<file path="src/rtl/multicycle_controller_if.sv">
// Memory-port handshake between the multicycle controller (master) and the unified memory (slave).
interface multicycle_controller_if;
  logic mem_req;
  logic mem_write;
  logic mem_ready;

  modport master (
    output mem_req,
    output mem_write,
    input  mem_ready
  );

  modport slave (
    input  mem_req,
    input  mem_write,
    output mem_ready
  );
endinterface

</file>
<file path="src/rtl/multicycle_controller.sv">
// Moore sequencing FSM for the multicycle RV32I datapath with a bounded memory wait and sticky trap.
// Define MC_JAL_EN to add the JAL state; without it opcode 1101111 traps.
module multicycle_controller #(
  parameter int WAIT_LIMIT = 255
) (
  input  logic                            clk,
  input  logic                            rst_n,
  multicycle_controller_if.master         mem_bus,
  input  logic [6:0]                      op,
  input  logic [2:0]                      funct3,
  input  logic                            funct7b5,
  input  logic                            zero,
  output logic                            adr_src,
  output logic                            ir_write,
  output logic                            pc_write,
  output logic                            reg_write,
  output logic [1:0]                      imm_src,
  output logic [1:0]                      alu_src_a,
  output logic [1:0]                      alu_src_b,
  output logic [1:0]                      result_src,
  output logic [2:0]                      alu_control,
  output logic                            trap,
  output logic [3:0]                      state
);

  typedef enum logic [3:0] {
    S_FETCH    = 4'd0,
    S_DECODE   = 4'd1,
    S_MEMADR   = 4'd2,
    S_MEMREAD  = 4'd3,
    S_MEMWB    = 4'd4,
    S_MEMWRITE = 4'd5,
    S_EXECR    = 4'd6,
    S_EXECI    = 4'd7,
    S_ALUWB    = 4'd8,
    S_BEQ      = 4'd9,
`ifdef MC_JAL_EN
    S_JAL      = 4'd10,
`endif
    S_TRAP     = 4'd15
  } state_t;

  localparam logic [6:0] OP_LOAD  = 7'b0000011;
  localparam logic [6:0] OP_STORE = 7'b0100011;
  localparam logic [6:0] OP_RTYPE = 7'b0110011;
  localparam logic [6:0] OP_ITYPE = 7'b0010011;
  localparam logic [6:0] OP_BRANCH = 7'b1100011;
`ifdef MC_JAL_EN
  localparam logic [6:0] OP_JAL   = 7'b1101111;
`endif

  localparam int CNT_W = (WAIT_LIMIT < 2) ? 1 : $clog2(WAIT_LIMIT + 1);
  localparam int LIMIT_M1 = (WAIT_LIMIT > 0) ? WAIT_LIMIT - 1 : 0;
  localparam logic [CNT_W-1:0] LIMIT_LAST = LIMIT_M1[CNT_W-1:0];

  state_t           state_q, state_d;
  logic [CNT_W-1:0] count_q, count_d;
  logic             trap_q, trap_d;
  logic             timeout;
  logic [CNT_W-1:0] count_inc;

  // funct7b5 only selects subtract for register-register ops; addi ignores it.
  function automatic logic [2:0] alu_decode(input logic [2:0] f3, input logic sub_ok);
    logic [2:0] ctl;
    ctl = 3'b000;
    case (f3)
      3'b000:  ctl = sub_ok ? 3'b001 : 3'b000;
      3'b010:  ctl = 3'b101;
      3'b110:  ctl = 3'b011;
      3'b111:  ctl = 3'b010;
      default: ctl = 3'b000;
    endcase
    return ctl;
  endfunction

  always_ff @(posedge clk or negedge rst_n) begin
    if (!rst_n) begin
      state_q <= S_FETCH;
      count_q <= '0;
      trap_q  <= 1'b0;
    end else begin
      state_q <= state_d;
      count_q <= count_d;
      trap_q  <= trap_d;
    end
  end

  // The counter only grows while a memory state stalls, so any transition clears it.
  always_comb begin
    timeout   = (WAIT_LIMIT != 0) && (count_q == LIMIT_LAST);
    count_inc = (WAIT_LIMIT == 0) ? count_q : count_q + 1'b1;
    state_d   = state_q;
    count_d   = '0;

    case (state_q)
      S_FETCH: begin
        if (mem_bus.mem_ready)  state_d = S_DECODE;
        else if (timeout)       state_d = S_TRAP;
        else                    count_d = count_inc;
      end
      S_DECODE: begin
        case (op)
          OP_LOAD, OP_STORE: state_d = S_MEMADR;
          OP_RTYPE:          state_d = S_EXECR;
          OP_ITYPE:          state_d = S_EXECI;
          OP_BRANCH:         state_d = S_BEQ;
`ifdef MC_JAL_EN
          OP_JAL:            state_d = S_JAL;
`endif
          default:           state_d = S_TRAP;
        endcase
      end
      S_MEMADR:  state_d = (op == OP_LOAD) ? S_MEMREAD : S_MEMWRITE;
      S_MEMREAD: begin
        if (mem_bus.mem_ready)  state_d = S_MEMWB;
        else if (timeout)       state_d = S_TRAP;
        else                    count_d = count_inc;
      end
      S_MEMWB:   state_d = S_FETCH;
      S_MEMWRITE: begin
        if (mem_bus.mem_ready)  state_d = S_FETCH;
        else if (timeout)       state_d = S_TRAP;
        else                    count_d = count_inc;
      end
      S_EXECR:   state_d = S_ALUWB;
      S_EXECI:   state_d = S_ALUWB;
      S_ALUWB:   state_d = S_FETCH;
      S_BEQ:     state_d = S_FETCH;
`ifdef MC_JAL_EN
      S_JAL:     state_d = S_ALUWB;
`endif
      S_TRAP:    state_d = S_TRAP;
      default:   state_d = S_TRAP;
    endcase

    trap_d = trap_q | (state_d == S_TRAP);
  end

  // Moore decode; write strobes are forced low while reset is held.
  always_comb begin
    mem_bus.mem_req   = 1'b0;
    mem_bus.mem_write = 1'b0;
    adr_src           = 1'b0;
    ir_write          = 1'b0;
    pc_write          = 1'b0;
    reg_write         = 1'b0;
    imm_src           = 2'b00;
    alu_src_a         = 2'b00;
    alu_src_b         = 2'b00;
    result_src        = 2'b00;
    alu_control       = 3'b000;

    case (state_q)
      S_FETCH: begin
        mem_bus.mem_req = 1'b1;
        alu_src_b       = 2'b10;
        result_src      = 2'b10;
        ir_write        = mem_bus.mem_ready;
        pc_write        = mem_bus.mem_ready;
      end
      S_DECODE: begin
        alu_src_a = 2'b01;
        alu_src_b = 2'b01;
`ifdef MC_JAL_EN
        imm_src   = (op == OP_JAL) ? 2'b11 : 2'b10;
`else
        imm_src   = 2'b10;
`endif
      end
      S_MEMADR: begin
        alu_src_a = 2'b10;
        alu_src_b = 2'b01;
        imm_src   = (op == OP_STORE) ? 2'b01 : 2'b00;
      end
      S_MEMREAD: begin
        mem_bus.mem_req = 1'b1;
        adr_src         = 1'b1;
      end
      S_MEMWB: begin
        result_src = 2'b01;
        reg_write  = 1'b1;
      end
      S_MEMWRITE: begin
        mem_bus.mem_req   = 1'b1;
        mem_bus.mem_write = 1'b1;
        adr_src           = 1'b1;
      end
      S_EXECR: begin
        alu_src_a   = 2'b10;
        alu_src_b   = 2'b00;
        alu_control = alu_decode(funct3, funct7b5);
      end
      S_EXECI: begin
        alu_src_a   = 2'b10;
        alu_src_b   = 2'b01;
        imm_src     = 2'b00;
        alu_control = alu_decode(funct3, 1'b0);
      end
      S_ALUWB: begin
        result_src = 2'b00;
        reg_write  = 1'b1;
      end
      S_BEQ: begin
        alu_src_a   = 2'b10;
        alu_src_b   = 2'b00;
        alu_control = 3'b001;
        result_src  = 2'b00;
        pc_write    = zero;
      end
`ifdef MC_JAL_EN
      S_JAL: begin
        alu_src_a   = 2'b01;
        alu_src_b   = 2'b10;
        alu_control = 3'b000;
        result_src  = 2'b00;
        pc_write    = 1'b1;
      end
`endif
      default: ;
    endcase

    if (!rst_n) begin
      ir_write          = 1'b0;
      pc_write          = 1'b0;
      reg_write         = 1'b0;
      mem_bus.mem_write = 1'b0;
    end
  end

  assign trap  = trap_q;
  assign state = state_q;

endmodule

</file>
<file path="src/flat_wrapper.sv">
// flat-port wrapper written by rule: the top's interface ports become plain ports
module multicycle_controller_flat 
#(
  parameter int WAIT_LIMIT = 255
)
  (clk, rst_n, op, funct3, funct7b5, zero, adr_src, ir_write, pc_write, reg_write, imm_src, alu_src_a, alu_src_b, result_src, alu_control, trap, state, mem_bus_mem_req, mem_bus_mem_write, mem_bus_mem_ready);
  multicycle_controller_if mem_bus_i ();
  input  logic clk;
  input  logic rst_n;
  input  logic [6:0] op;
  input  logic [2:0] funct3;
  input  logic funct7b5;
  input  logic zero;
  output logic adr_src;
  output logic ir_write;
  output logic pc_write;
  output logic reg_write;
  output logic [1:0] imm_src;
  output logic [1:0] alu_src_a;
  output logic [1:0] alu_src_b;
  output logic [1:0] result_src;
  output logic [2:0] alu_control;
  output logic trap;
  output logic [3:0] state;
  output wire logic [$bits(mem_bus_i.mem_req)-1:0] mem_bus_mem_req;
  output wire logic [$bits(mem_bus_i.mem_write)-1:0] mem_bus_mem_write;
  input wire logic [$bits(mem_bus_i.mem_ready)-1:0] mem_bus_mem_ready;
  assign mem_bus_mem_req = mem_bus_i.mem_req;
  assign mem_bus_mem_write = mem_bus_i.mem_write;
  assign mem_bus_i.mem_ready = mem_bus_mem_ready;
  multicycle_controller #(.WAIT_LIMIT(WAIT_LIMIT)) u_core (.clk(clk), .rst_n(rst_n), .mem_bus(mem_bus_i), .op(op), .funct3(funct3), .funct7b5(funct7b5), .zero(zero), .adr_src(adr_src), .ir_write(ir_write), .pc_write(pc_write), .reg_write(reg_write), .imm_src(imm_src), .alu_src_a(alu_src_a), .alu_src_b(alu_src_b), .result_src(result_src), .alu_control(alu_control), .trap(trap), .state(state));
endmodule
</file>
<file path="config.mk">
export PLATFORM = sky130hd
export DESIGN_NAME = multicycle_controller_flat
export DESIGN_NICKNAME = d
export VERILOG_FILES = /design/src/rtl/multicycle_controller_if.sv /design/src/rtl/multicycle_controller.sv /design/src/flat_wrapper.sv
export SDC_FILE = /design/constraint.sdc
export NUM_CORES = 1
export LEC_CHECK = 0
export ABC_AREA = 1
export BUFFER_PORTS_ARGS = -buffer_cell sky130_fd_sc_hd__buf_2
export CAP_MARGIN = 20
export CORE_ASPECT_RATIO = 0.75
export CORE_MARGIN = 5
export CORE_UTILIZATION = 49
export CTS_CLUSTER_SIZE = 16
export DETAILED_ROUTE_END_ITERATION = 16
export PLACE_DENSITY = 0.83
export REMOVE_ABC_BUFFERS = 1
export SETUP_SLACK_MARGIN = 0.15
export SLEW_MARGIN = 5
export SYNTH_ARGS = -nofsm -noshare
export SYNTH_HDL_FRONTEND = slang
export SYNTH_SLANG_ARGS = --single-unit
export TNS_END_PERCENT = 50
</file>
<file path="constraint.sdc">
create_clock -name clk -period 1.51 [get_ports clk]
set_input_delay 0.151 -clock clk [delete_from_list [all_inputs] [get_ports clk]]
set_output_delay 0.151 -clock clk [all_outputs]
set_load 0.005 [all_outputs]
</file>
### Word level (Yosys, flattened, before mapping)

Index checks and enable logic that the tools add are counted.

* register bits after elaboration: 13
* input port bits: 15
* output and inout bits: 22

* $add $sub $neg: 1
* equal/unequal tests: 19
* multiplexer cells: 29
* bitwise logic cells: 1
* reduce and logical (&&, ||, !) cells: 10

Operators with widths (number)
* case mux 4 bit (7 select lines): 1
* 2-to-1 mux 8 bit: 3
* case mux 3 bit (3 select lines): 2
* equality test 4 x 3 -> 1 bit (second input constant): 4
* 2-to-1 mux 4 bit: 4
* case mux 2 bit (2 select lines): 4
* case mux 4 bit (4 select lines): 1
* equality test 7 x 6 -> 1 bit (second input constant): 2
* equality test 4 bit (second input constant): 3
* case mux 3 bit (4 select lines): 1
* 2-to-1 mux 1 bit: 11
* OR reduction 3 bit: 3
* adder 8 x 1 -> 8 bit (second input constant): 1
* equality test 4 x 2 -> 1 bit (second input constant): 2
* equality test 8 bit (second input constant): 1
* OR reduction 2 bit: 4
* equality test 7 x 2 -> 1 bit (second input constant): 1
* equality test 7 x 5 -> 1 bit (second input constant): 1
* equality test 7 bit (second input constant): 1
* equality test 3 bit (second input constant): 2
* equality test 4 x 1 -> 1 bit (second input constant): 1
* zero test 4 bit: 1
* OR reduction 4 bit: 1
* equality test 3 x 2 -> 1 bit (second input constant): 1
* other kinds (4): 4

### Logic depth before layout (Yosys ltp)

* depth after elaboration: 6
* gate-level depth with buffers: 10

### Worst setup path before layout

No wires, ideal clock.

* path kind: flip-flop to flip-flop
* from: register u_core.state_q[1], in the netlist u_core.state[1]
* to: register u_core.count_q[7]
* setup time: 80 ps
* arrival time: 1206 ps
* path slack: 224 ps
* cell stages (with the launch flop): 9
* period minus slack after synthesis: 1286 ps
* cells stage by stage: dfrtp_1 > buf_6 > nor2_2 > nand2_2 > nand3_4 > inv_4 > nor2_4 > nand2_4 > nor3_2

* longest elaborated chain between the ends: 3

RTL lines
* start, declared: RTL line multicycle_controller.sv:56 `state_t state_q, state_d;`
* start signal, assigned: RTL line multicycle_controller.sv:82 `state_q <= state_d;`
* equality test 4 x 2 -> 1 bit, or another cell as far along: RTL line multicycle_controller.sv:95 `case (state_q)`
* OR reduction 3 bit (no line) (*)
* 2-to-1 mux 8 bit (*)
* net u_core.count_d[7]: RTL line multicycle_controller.sv:57 `logic [CNT_W-1:0] count_q, count_d;`
* end signal, assigned: RTL line multicycle_controller.sv:83 `count_q <= count_d;`
* end, declared: RTL line multicycle_controller.sv:57

Mark *: on every way through the listed nets, which the timed path passes. The rest lies on a longest branch.

### Final worst setup path

* from: register u_core.state_q[3], in the netlist u_core.state[3]
* to: output alu_control[0]

* longest elaborated chain between the ends: 2

RTL lines
* equality test 4 bit / equality test 4 x 3 -> 1 bit (equally long branches): RTL line multicycle_controller.sv:153 `case (state_q)`
* case mux 3 bit (3 select lines) (*): RTL line multicycle_controller.sv:153
* end, declared: RTL line flat_wrapper.sv:22 `output logic [2:0] alu_control;`

Every way passes the cells marked *; elsewhere a longest branch is shown, timed or not.

==> results.txt <==
Critical Path AT -> 1.51 ns
Worst VDD drop -> 1.52 mV
Critical path required time -> 1.36 ns
Vias -> 1332
I/O pins -> 37
Status -> finished, violations left
Final period util -> 110%
CTS root buffer -> clkbuf_4
Power per Cell Area -> 1830 nW/um2
Violated checks -> negative setup slack
Final hold viol count -> 0
Initial DRC Count -> 84
Total grt overflow -> 0
Starting Density -> 51.5%
Ys async rst share -> 100%
Part of the power in registers -> 20.1%
# fillers -> 124
Share of total power in combinational logic -> 72.2%
Switching power -> 1.43 mW
Setup WS pre-CTS -> 0.0240 ns
Row cnt -> 14
Largest net degree at the start of global routing -> 14
Max-cap viol count -> 0
ANT cells -> 0
Avg Inst Size Synth -> 6.95 um2
Post-synthesis sequential area ratio -> 31.6%
Minimum clock period after layout -> 1.66 ns
CORE AREA -> 2000 um2
Vias in the first global route -> 1162
Setup crit end kind -> primary output
Critical-path maximum fanout -> 4
Via-to-Cell Ratio -> 5.67
Post-Synthesis Cell Area -> 1030 um2
Proportion of power drawn by the clock network -> 7.7%
Switching share of power -> 49.0%
Yosys Warn Count -> 0
Crit path kind -> flop to primary output
Die height -> 49.7 um
Leakage power -> 0.827 nW
H-tree depth -> 1
Total CTS buffers -> 3
Setup crit start kind -> flop
Port Buffer Count -> 36
Fin util -> 79.6%
DRC Markers -> 0
Final setup fails -> 25
Die W -> 62.9 um
Met3 wire length -> 344 um
Post-route antenna net violation count -> 0
Top Layer Used -> met4
Post-synth EDFFs -> 0
Placer Congestion -> 0.851
Worst min path class -> input port to flop
Layout area overhead -> 54.5%
Slew margin rel. -> 69.8%
Synthesized flop and latch total -> 13
Post-synth cell types -> 26
Commonest non-fill, non-tap cell in the layout -> buf_2
Total global-route track usage -> 20.9%
Final Worst Setup Slack -> -0.150 ns
Final HPWL DP -> 2.25 mm
Share of cells above drive strength 1 -> 52.1%
Wire per inst -> 17.6 um
Nets -> 229
Longest Clk Path Bufs -> 2
CTS tree -> yes
Clk sink count -> 13
Mapped Cells -> 148
Drt total wl -> 4.14 mm
RSZ-0062 raised after global routing -> yes
Post-Route M1 WL -> 1.56 mm
Initial antenna violation count -> 0
Clk Latency, worst-skew pair -> 0.29 ns
Router iterations before antenna repair -> 4
Synth Flop Type -> dfrtp_1
Global-route wire length before repair -> 5.24 mm
Clock skew -> 0.00223 ns
Setup TNS -> -1.72 ns
Final Max Tran Viols -> 0
Reg clk slew, reported paths -> 0.08 ns
Met2 routed WL -> 2.00 mm
Worst Tran Pin Value -> 0.450 ns
Internal -> 1.48 mW
Most frequent cells in the layout -> buf_2, nand2_1, inv_1, nor2_1, buf_4
Max Fclk -> 602 MHz
DIE AREA -> 3120 um2
## power groups by stage
stage	Clock [mW]	Combinational, mW	Sequential (mW)
5_1_grt	0.248	2.20	0.592
3_3_place_gp	0	1.11	0.562
3_5_place_dp	0	1.14	0.563
6_report	0.225	2.10	0.585
4_1_cts	0.221	1.46	0.570
2_1_floorplan	0	0.748	0.548
## cell families after synthesis
family / synth area share (%)
AND/OR/NAND/NOR: 45.7
flip-flops: 31.6
buffers and inverters: 11.2
adder cells (fa/ha/maj): 2.43
XOR/XNOR: 2.56
AO/OA/AOI/OAI: 6.45
## cells in the mapped netlist, types with 2 or more instances
library cell,count,area share [%]
nor2_4,4,4.4
nand2_4,2,2.2
dfrtp_1,13,32
nor2_1,24,8.8
nand2_1,29,11
nand2_2,2,1.2
nor3_1,5,2.4
xor2_1,2,1.7
inv_2,3,1.1
o21ai_0,2,0.97
ha_1,2,2.4
o211ai_1,2,1.5
inv_1,23,8.4
nor3_2,3,2.9
a21oi_1,6,2.9
nand3_1,14,6.8
nand4_1,3,1.8
## registers in the layout, summed over array words and instances, names as in the netlist
| name | cells |
|---|---|
| u_core.trap | 1 |
| u_core.count_q | 8 |
| u_core.state | 4 |
## final cells by class
cell class | count | area (um2) | area share [%]
Multi-Input combinational cell | 107 | 692 | 43.5
Sequential cell | 13 | 330 | 20.8
Tap cell | 24 | 30.0 | 1.89
Timing Repair Buffer | 60 | 398 | 25.0
Clock inverter | 1 | 5.00 | 0.315
Clock buffer | 3 | 22.5 | 1.42
Inverter | 27 | 111 | 7.01
## path summary, 6_finish.rpt
| path | start | end | slack, ns | cells past startpoint |
|---|---|---|---|---|
| worst max-delay path | u_core.state[3]$_DFF_PN0_ | alu_control[0] | -0.15 | 6 |
| worst min-delay path | op[6] | u_core.state[1]$_DFF_PN0_ | 0.18 | 4 |
| worst max register to register | u_core.state[3]$_DFF_PN0_ | u_core.count_q[0]$_DFF_PN0_ | -0.08 | 9 |
| worst min register to register | u_core.trap$_DFF_PN0_ | u_core.trap$_DFF_PN0_ | 0.48 | 2 |
| max in group asynchronous | rst_n | u_core.state[2]$_DFF_PN0_ | 0.98 | 3 |
| min in group asynchronous | rst_n | u_core.count_q[2]$_DFF_PN0_ | 0.35 | 3 |
## through the flow
step / cell area [um2] / hold WS (ns) / power, mW / std cells
floorplan: 1020 / -0.145 / 1.30 / 147
global placement: 1240 / 0.120 / 1.67 / 209
detailed placement: 1240 / 0.129 / 1.70 / 209
CTS: 1410 / 0.178 / 2.25 / 223
global route: 1590 / 0.212 / 3.04 / 235
finish: 1590 / 0.184 / 2.91 / 235
## routing by layer
metal	global-route usage (%)	vias up
met5	0	-
met4	5.65	0
met3	4.77	28
met2	36.3	89
met1	25.8	619
li1	-	596
## timing repair
action,in CTS,in global routing
setup endpoints to repair,30,30
hold buffers,1,0
buffers inserted,9,12
hold endpoints to repair,13,0
gates resized for setup,19,29
pin swaps,9,17
## critical path: stages, from the launching register on
cell and delay (ns):
dfrtp_2 0.48, nor2_4 0.17, inv_4 0.06, nor2_4 0.15, nand3_2 0.10, o21ai_2 0.13, buf_2 0.13
Power figures use the tool's default switching activity.
